$ cat src/rtl/tmr_unit.sv
// General-purpose timer: prescaled counter with periodic / one-shot / PWM modes,
// compare match and sticky flags. Define TMR_CAPTURE_EN to add the input-capture channel.
module tmr_unit #(
    parameter int WIDTH     = 16,
    parameter int PSC_WIDTH = 8
) (
    input  logic                 clk,
    input  logic                 rst,
    input  logic                 en,
    input  logic [1:0]           mode,
    input  logic [WIDTH-1:0]     pr,
    input  logic [PSC_WIDTH-1:0] psc,
    input  logic [WIDTH-1:0]     cmp,
    input  logic                 ovf_ie,
    input  logic                 cmp_ie,
    input  logic                 clr_ovf,
    input  logic                 clr_cmp,
`ifdef TMR_CAPTURE_EN
    input  logic                 cap_in,
    input  logic                 clr_cap,
    output logic [WIDTH-1:0]     cap_val,
    output logic                 cap_flag,
`endif
    output logic [WIDTH-1:0]     tmr,
    output logic                 running,
    output logic                 pwm_out,
    output logic                 ovf_flag,
    output logic                 cmp_flag,
    output logic                 irq
);

    typedef enum logic [1:0] {
        MODE_PERIODIC = 2'b00,
        MODE_ONESHOT  = 2'b01,
        MODE_PWM      = 2'b10,
        MODE_RSVD     = 2'b11
    } mode_t;

    // ST_DONE is the one-shot "expired" state; only dropping en leaves it.
    typedef enum logic {
        ST_ACTIVE = 1'b0,
        ST_DONE   = 1'b1
    } state_t;

    state_t               state_reg, state_next;
    logic [WIDTH-1:0]     tmr_reg, tmr_next;
    logic [PSC_WIDTH-1:0] psc_cnt_reg, psc_cnt_next;
    logic                 pwm_reg, pwm_next;
    logic                 ovf_reg, ovf_next;
    logic                 cmp_reg, cmp_next;
    logic                 en_d_reg;

    mode_t mode_sel;
    logic  done;
    logic  tick;
    logic  wrap;
    logic  ovf_evt;
    logic  cmp_evt;
    logic  en_rise;

    assign mode_sel = mode_t'(mode);
    assign done     = (state_reg == ST_DONE);
    assign running  = en & ~done;
    // ">=" rather than "==" so lowering psc or pr below the live count still terminates.
    assign tick     = running & (psc_cnt_reg >= psc);
    assign wrap     = (tmr_reg >= pr);
    assign ovf_evt  = tick & wrap;
    assign en_rise  = en & ~en_d_reg;

    always_ff @(posedge clk or negedge rst) begin
        if (!rst) begin
            state_reg   <= ST_ACTIVE;
            tmr_reg     <= '0;
            psc_cnt_reg <= '0;
            pwm_reg     <= 1'b0;
            ovf_reg     <= 1'b0;
            cmp_reg     <= 1'b0;
            en_d_reg    <= 1'b0;
        end else begin
            state_reg   <= state_next;
            tmr_reg     <= tmr_next;
            psc_cnt_reg <= psc_cnt_next;
            pwm_reg     <= pwm_next;
            ovf_reg     <= ovf_next;
            cmp_reg     <= cmp_next;
            en_d_reg    <= en;
        end
    end

    always_comb begin
        state_next   = state_reg;
        tmr_next     = tmr_reg;
        psc_cnt_next = '0;
        pwm_next     = 1'b0;
        cmp_evt      = 1'b0;

        if (tick) begin
            tmr_next = wrap ? '0 : tmr_reg + 1'b1;
        end
        if (running && !tick) begin
            psc_cnt_next = psc_cnt_reg + 1'b1;
        end

        cmp_evt  = tick & (tmr_next == cmp);
        pwm_next = (mode_sel == MODE_PWM) & running & (tmr_next < cmp);

        case (state_reg)
            ST_ACTIVE: if (ovf_evt && mode_sel == MODE_ONESHOT) state_next = ST_DONE;
            ST_DONE:   if (en_rise) state_next = ST_ACTIVE;
            default:   state_next = ST_ACTIVE;
        endcase

        if (!en) begin
            state_next   = ST_ACTIVE;
            tmr_next     = '0;
            psc_cnt_next = '0;
            pwm_next     = 1'b0;
        end

        // Flags are sticky and a set beats a simultaneous clear.
        ovf_next = ovf_evt | (ovf_reg & ~clr_ovf);
        cmp_next = cmp_evt | (cmp_reg & ~clr_cmp);
    end

    assign tmr      = tmr_reg;
    assign pwm_out  = pwm_reg;
    assign ovf_flag = ovf_reg;
    assign cmp_flag = cmp_reg;
    assign irq      = (ovf_reg & ovf_ie) | (cmp_reg & cmp_ie);

`ifdef TMR_CAPTURE_EN
    // Two synchroniser flops followed by the edge-history flop.
    logic [2:0]       cap_sync_reg;
    logic             cap_rise;
    logic [WIDTH-1:0] cap_val_reg;
    logic             cap_flag_reg;

    always_ff @(posedge clk or negedge rst) begin
        if (!rst) cap_sync_reg[0] <= 1'b0;
        else      cap_sync_reg[0] <= cap_in;
    end

    genvar gi;
    generate
        for (gi = 1; gi < 3; gi++) begin : g_cap_sync
            always_ff @(posedge clk or negedge rst) begin
                if (!rst) cap_sync_reg[gi] <= 1'b0;
                else      cap_sync_reg[gi] <= cap_sync_reg[gi-1];
            end
        end
    endgenerate

    assign cap_rise = cap_sync_reg[1] & ~cap_sync_reg[2];

    always_ff @(posedge clk or negedge rst) begin
        if (!rst) begin
            cap_val_reg  <= '0;
            cap_flag_reg <= 1'b0;
        end else begin
            if (cap_rise) cap_val_reg <= tmr_reg;
            cap_flag_reg <= cap_rise | (cap_flag_reg & ~clr_cap);
        end
    end

    assign cap_val  = cap_val_reg;
    assign cap_flag = cap_flag_reg;
`endif

endmodule

$ cat config.mk
export PLATFORM = sky130hd
export DESIGN_NAME = tmr_unit
export DESIGN_NICKNAME = d
export VERILOG_FILES = /design/src/rtl/tmr_unit.sv
export SDC_FILE = /design/constraint.sdc
export NUM_CORES = 1
export LEC_CHECK = 0
export CAP_MARGIN = 20
export CORE_MARGIN = 2
export CORE_UTILIZATION = 45
export DETAILED_ROUTE_END_ITERATION = 16
export PLACE_DENSITY = 0.76
export SYNTH_ARGS = -nofsm -noshare
export SYNTH_HDL_FRONTEND = slang
export SYNTH_SLANG_ARGS = --single-unit
export TNS_END_PERCENT = 5
$ cat constraint.sdc
create_clock -name clk -period 3.8 [get_ports clk]
set_clock_uncertainty 0.2 [all_clocks]
set_input_delay 0.76 -clock clk [delete_from_list [all_inputs] [get_ports clk]]
set_output_delay 0.76 -clock clk [all_outputs]
set_load 0.01 [all_outputs]
Yosys cells after proc, flatten, opt, wreduce, memory -nomap -nowiden
Cells that the tools add are included.

storage, ports and cells
  memory bits (read-only) = 0
  output and inout port bits = 21
  register bits = 29
  memories = 0
  logic and storage cells = 46
  bits in latches = 0
  bits in writable memories = 0

operators by class
  bitwise gates (word level) = 18
  divide/modulo/power cells = 0
  equal/unequal tests = 3
  multipliers = 0
  muxes and demuxes = 10
  reduce and logical (&&, ||, !) cells = 3
  order comparisons = 3
  shift-type cells = 0
  add/subtract/negate cells = 2

operator list
  kind                     count
  $mux W16                 3
  $add A16 B1 Y16 const B  1
  $eq A16 B16 Y1           1
  $ge A16 B16 Y1           1
  $lt A16 B16 Y1           1
  $mux W8                  2
  $and A1 B1 Y1            11
  $add A8 B1 Y8 const B    1
  $ge A8 B8 Y1             1
  $mux W1                  4
  $not A1 Y1               4
  $or A1 B1 Y1             3
  $eq A2 B1 Y1 const B     1
  $eq A2 B2 Y1 const B     1
  $logic_and A1 B1 Y1      2
  $pmux W1 S2              1
  $logic_not A1 Y1         1

Depth between registers and ports, before layout
  depth in word-level cells = 8
  gate-level depth with buffers = 16
  depth with buffers taken out = 15

Least setup slack after synthesis
No wires, ideal clock.

  path type = input -> register
  from = input psc[6]
  to = register pwm_reg (netlist: pwm_out)
  data required time = 3,523 ps
  setup slack = 237 ps
  data arrival time = 3,285 ps
  stages = 15
  cell sequence = inv_1 > ha_1 > a21o_1 > a21oi_1 > inv_1 > o31ai_4 > nor2_2 > buf_6 > nor2_1 > ha_1 > a21o_1 > a21o_1 > a21oi_1 > o211ai_1 > a21oi_1

on the way
  cells in the longest elaborated chain, start to end = 6

RTL lines
  what                    RTL line  RTL
  start: declaration      12        input logic [PSC_WIDTH-1:0] psc,
  $ge A8 B8 Y1            65        assign tick = running & (psc_cnt_reg >= psc);
  $and A1 B1 Y1           65
  $mux W16                97        if (tick) begin
  $lt A16 B16 Y1          105       pwm_next = (mode_sel == MODE_PWM) & running & (tmr_next < cmp);
  $and A1 B1 Y1           105
  $mux W1                 113       if (!en) begin
  net pwm_next            48        logic pwm_reg, pwm_next;
  end signal: assignment  83        pwm_reg <= pwm_next;
  end: declaration        48

The timed path passes the listed nets, and every way through them passes these cells.

Final worst setup path
  from = input psc[7]
  to = register cmp_reg (netlist: cmp_flag)

on the way
  cells in the longest elaborated chain, start to end = 6

RTL lines
  what                    RTL line  RTL
  $ge A8 B8 Y1 (*)        65
  $and A1 B1 Y1 (*)       65
  $mux W16                97
  $eq A16 B16 Y1          104       cmp_evt = tick & (tmr_next == cmp);
  $and A1 B1 Y1 (*)       104
  $or A1 B1 Y1 (*)        122       cmp_next = cmp_evt | (cmp_reg & ~clr_cmp);
  net cmp_next            50        logic cmp_reg, cmp_next;
  end signal: assignment  85        cmp_reg <= cmp_next;
  end: declaration        50

Mark *: on every way through the listed nets, which the timed path passes. The rest lies on a longest branch.

==> reports/qor.txt <==
final setup TNS: 0 ns
Pwr Density: 181.4 nW/um^2
synth warn: 0
top-level I/O count: 70
sequential element share of the synthesized area: 0.2806
switch share: 0.2704
most common cell after layout, fill and taps aside: clkdlybuf4s50_1
Post-synth ARST share: 1.000
Clock Power Share: 0.349
mux cell area share after synthesis: 0
DRT antenna net count: 0
GRT overflow: 0
part of the power in registers: 0.442
first-pass GRT wire length: 11.56 mm
Internal: 0.5267 mW
Worst Hold Class: reg2reg
WL final: 7.804 mm
synth-to-layout area growth: 53.89%
Initial Utilization: 0.4668
First DRT Iteration DRCs: 120
kind of critical path: in2reg
Final Max Tran Viols: 0
residual DRC count: 0
dpl cells: 464
worst skew pair latency: 0.29 ns
Final setup viols: 0
Post-Synth XOR/XNOR Area: 0.04741
total leakage power: 1.964 nW
achievable frequency: 266.9 MHz
simple-gate share of the synthesized area: 0.2090
Critical Path AT: 3.78 ns
largest net degree at the start of global routing: 30
VDD IR-drop max: 164.4 uV
# nets final: 502
Synth Net Count: 390
Main synth FF type: dfrtp_1
share of cells above drive strength 1: 0.2354
min cycle time layout: 3.747 ns
relative slew slack: 0.6002
Synth Cell Area: 2586 sq um
Comb pwr share: 0.210
Area after DPL: 3561 sq um
fin util: 0.7184
mean number of vias per cell: 5.401
root buf cell: clkbuf_8
Yosys cell types: 49
ANT cells: 0
period utilization: 0.9860
Non-Filler Instances: 484
H-Tree Depth: 2
CTS Hold Bufs: 0
core area: 5540 sq um
Vias: 2614
Crit Path Max Fanout: 6
syn avg cell area: 8.650 sq um
vias in the first global route: 2622
total power: 0.7219 mW
Psw: 0.1952 mW
Max-Cap Viols: 0
TritonCTS buffer count: 5
DR pass1 iterations: 4
Worst Setup End Kind: register
Die H: 79.81 um
final HPWL from detailed placement: 5.494 mm
Data required, critical path: 3.83 ns
Synth Area in Compound Gates: 0.1819
commonest non-fill, non-tap cells in the layout: 68 x clkdlybuf4s50_1, 44 x inv_1, 38 x buf_4
crit start category: input pin
initial antenna violation count: 0
synthesis-stage register bit count: 29
Fin. Hold Viols: 0
max reg flops: 16
adder-cell share of the synthesized area: 0.2032
clk sinks: 29
Post-Synthesis Cells: 299
Tot GR Track Use: 0.2334
pin slew with the least headroom to its limit: 0.5971 ns
Die W: 79.81 um
EDFF count, synth: 0
die area: 6370 sq um
filler instances: 416
largest family of logic cells by synthesized area: simple AND/OR/NAND/NOR gates
row cnt: 27
CTS tree: yes
Port Buffers: 69
Bufs on Longest Clock Path: 2
outcome: finished clean
final design area excluding fillers: 3980 sq um
Avg WL per Cell: 16.12 um
CTS clk-pin slew, worst paths: 0.07 ns
Routability Congestion: 0.8772
## critical path: stages
cell and delay (ns):
clkdlybuf4s50_1 0.45, inv_1 0.04, ha_2 0.36, nand3_4 0.11, nor4_4 0.36, buf_6 0.20, o2111ai_2 0.14, xor2_1 0.24
nor2_1 0.08, ha_1 0.31, nand4_1 0.14, nor2_2 0.20, and3_4 0.23, a32o_1 0.15
## cells by family after synthesis
| group | Yosys count |
|---|---|
| buf+inv | 49 |
| simple gates | 100 |
| flops | 29 |
| compound gates | 65 |
| xor+xnor | 14 |
| fa+ha+maj | 42 |
## layout make-up
type | count | area, sq um | area share
clock buffers | 6 | 72.57 | 0.01823
clock inverters | 2 | 10.01 | 0.002515
inverters | 44 | 165.2 | 0.04150
multi-input cells | 221 | 1896 | 0.4763
flip-flops and latches | 29 | 725.7 | 0.1823
well taps | 72 | 90.09 | 0.02263
repair buffers | 110 | 1021 | 0.2565
## power by group through the flow
stage	logic, mW	registers [mW]	clock network (mW)
after floorplan	0.0616	0.322	0
after global placement	0.132	0.323	0
after detailed placement	0.137	0.323	0
after CTS	0.139	0.318	0.251
after global routing	0.168	0.319	0.269
final	0.152	0.319	0.252
## through the flow
step / setup slack, ns / hold WS, ns
final: 0.05337 / 0.3296
after CTS: 0.008880 / 0.3326
after global placement: -0.3265 / 0.3041
after detailed placement: -0.3394 / 0.3062
after global routing: -0.03344 / 0.3366
after floorplan: 0.2371 / 0.2644
## cells in the mapped netlist (2+ instances only)
cell | n | share of area
a21boi_1 | 3 | 0.0087
a21o_1 | 4 | 0.012
a21oi_1 | 21 | 0.041
a32o_1 | 2 | 0.0077
and2_1 | 3 | 0.0073
and3_1 | 7 | 0.017
and4_1 | 3 | 0.010
buf_2 | 2 | 0.0039
buf_6 | 2 | 0.0087
dfrtp_1 | 29 | 0.28
ha_1 | 42 | 0.20
inv_1 | 44 | 0.064
nand2_1 | 13 | 0.019
nand2b_1 | 2 | 0.0048
nand3_1 | 18 | 0.035
nand4_1 | 6 | 0.015
nor2_1 | 33 | 0.048
nor2_2 | 2 | 0.0048
nor2b_1 | 3 | 0.0073
o2111ai_1 | 3 | 0.010
o211ai_1 | 4 | 0.012
o21ai_0 | 11 | 0.021
o21ai_2 | 2 | 0.0068
or3_1 | 3 | 0.0073
xor2_1 | 13 | 0.044
## per-layer routing
metal / global-route usage / part of all wire / up-vias
li1: - / - / 1280
met1: 0.2766 / 0.39 / 1212
met2: 0.4235 / 0.52 / 104
met3: 0.03846 / 0.061 / 18
met4: 0.08136 / 0.027 / 0
met5: 0 / 0 / -
## path summary, 6_finish.rpt
check / slack, ns / depth (start not counted) / start / endpoint
max: 0.05 / 14 / psc[7] / cmp_flag
min reg2reg: 0.33 / 1 / cmp_flag / cmp_flag
min in group asynchronous: 0.67 / 2 / rst / tmr[7]
min: 0.33 / 1 / cmp_flag / cmp_flag
max reg2reg: 0.34 / 15 / psc_cnt_reg[0] / cmp_flag
max in group asynchronous: 2.44 / 2 / rst / tmr[2]
## repair_timing
item | in CTS | in global routing
resized for setup | 4 | 44
pin swaps | 3 | 36
hold endpoints to repair | 0 | 0
endpoints found under the setup margin | 2 | 2
buffers inserted | 5 | 7
(Power assumes the default switching activity.)
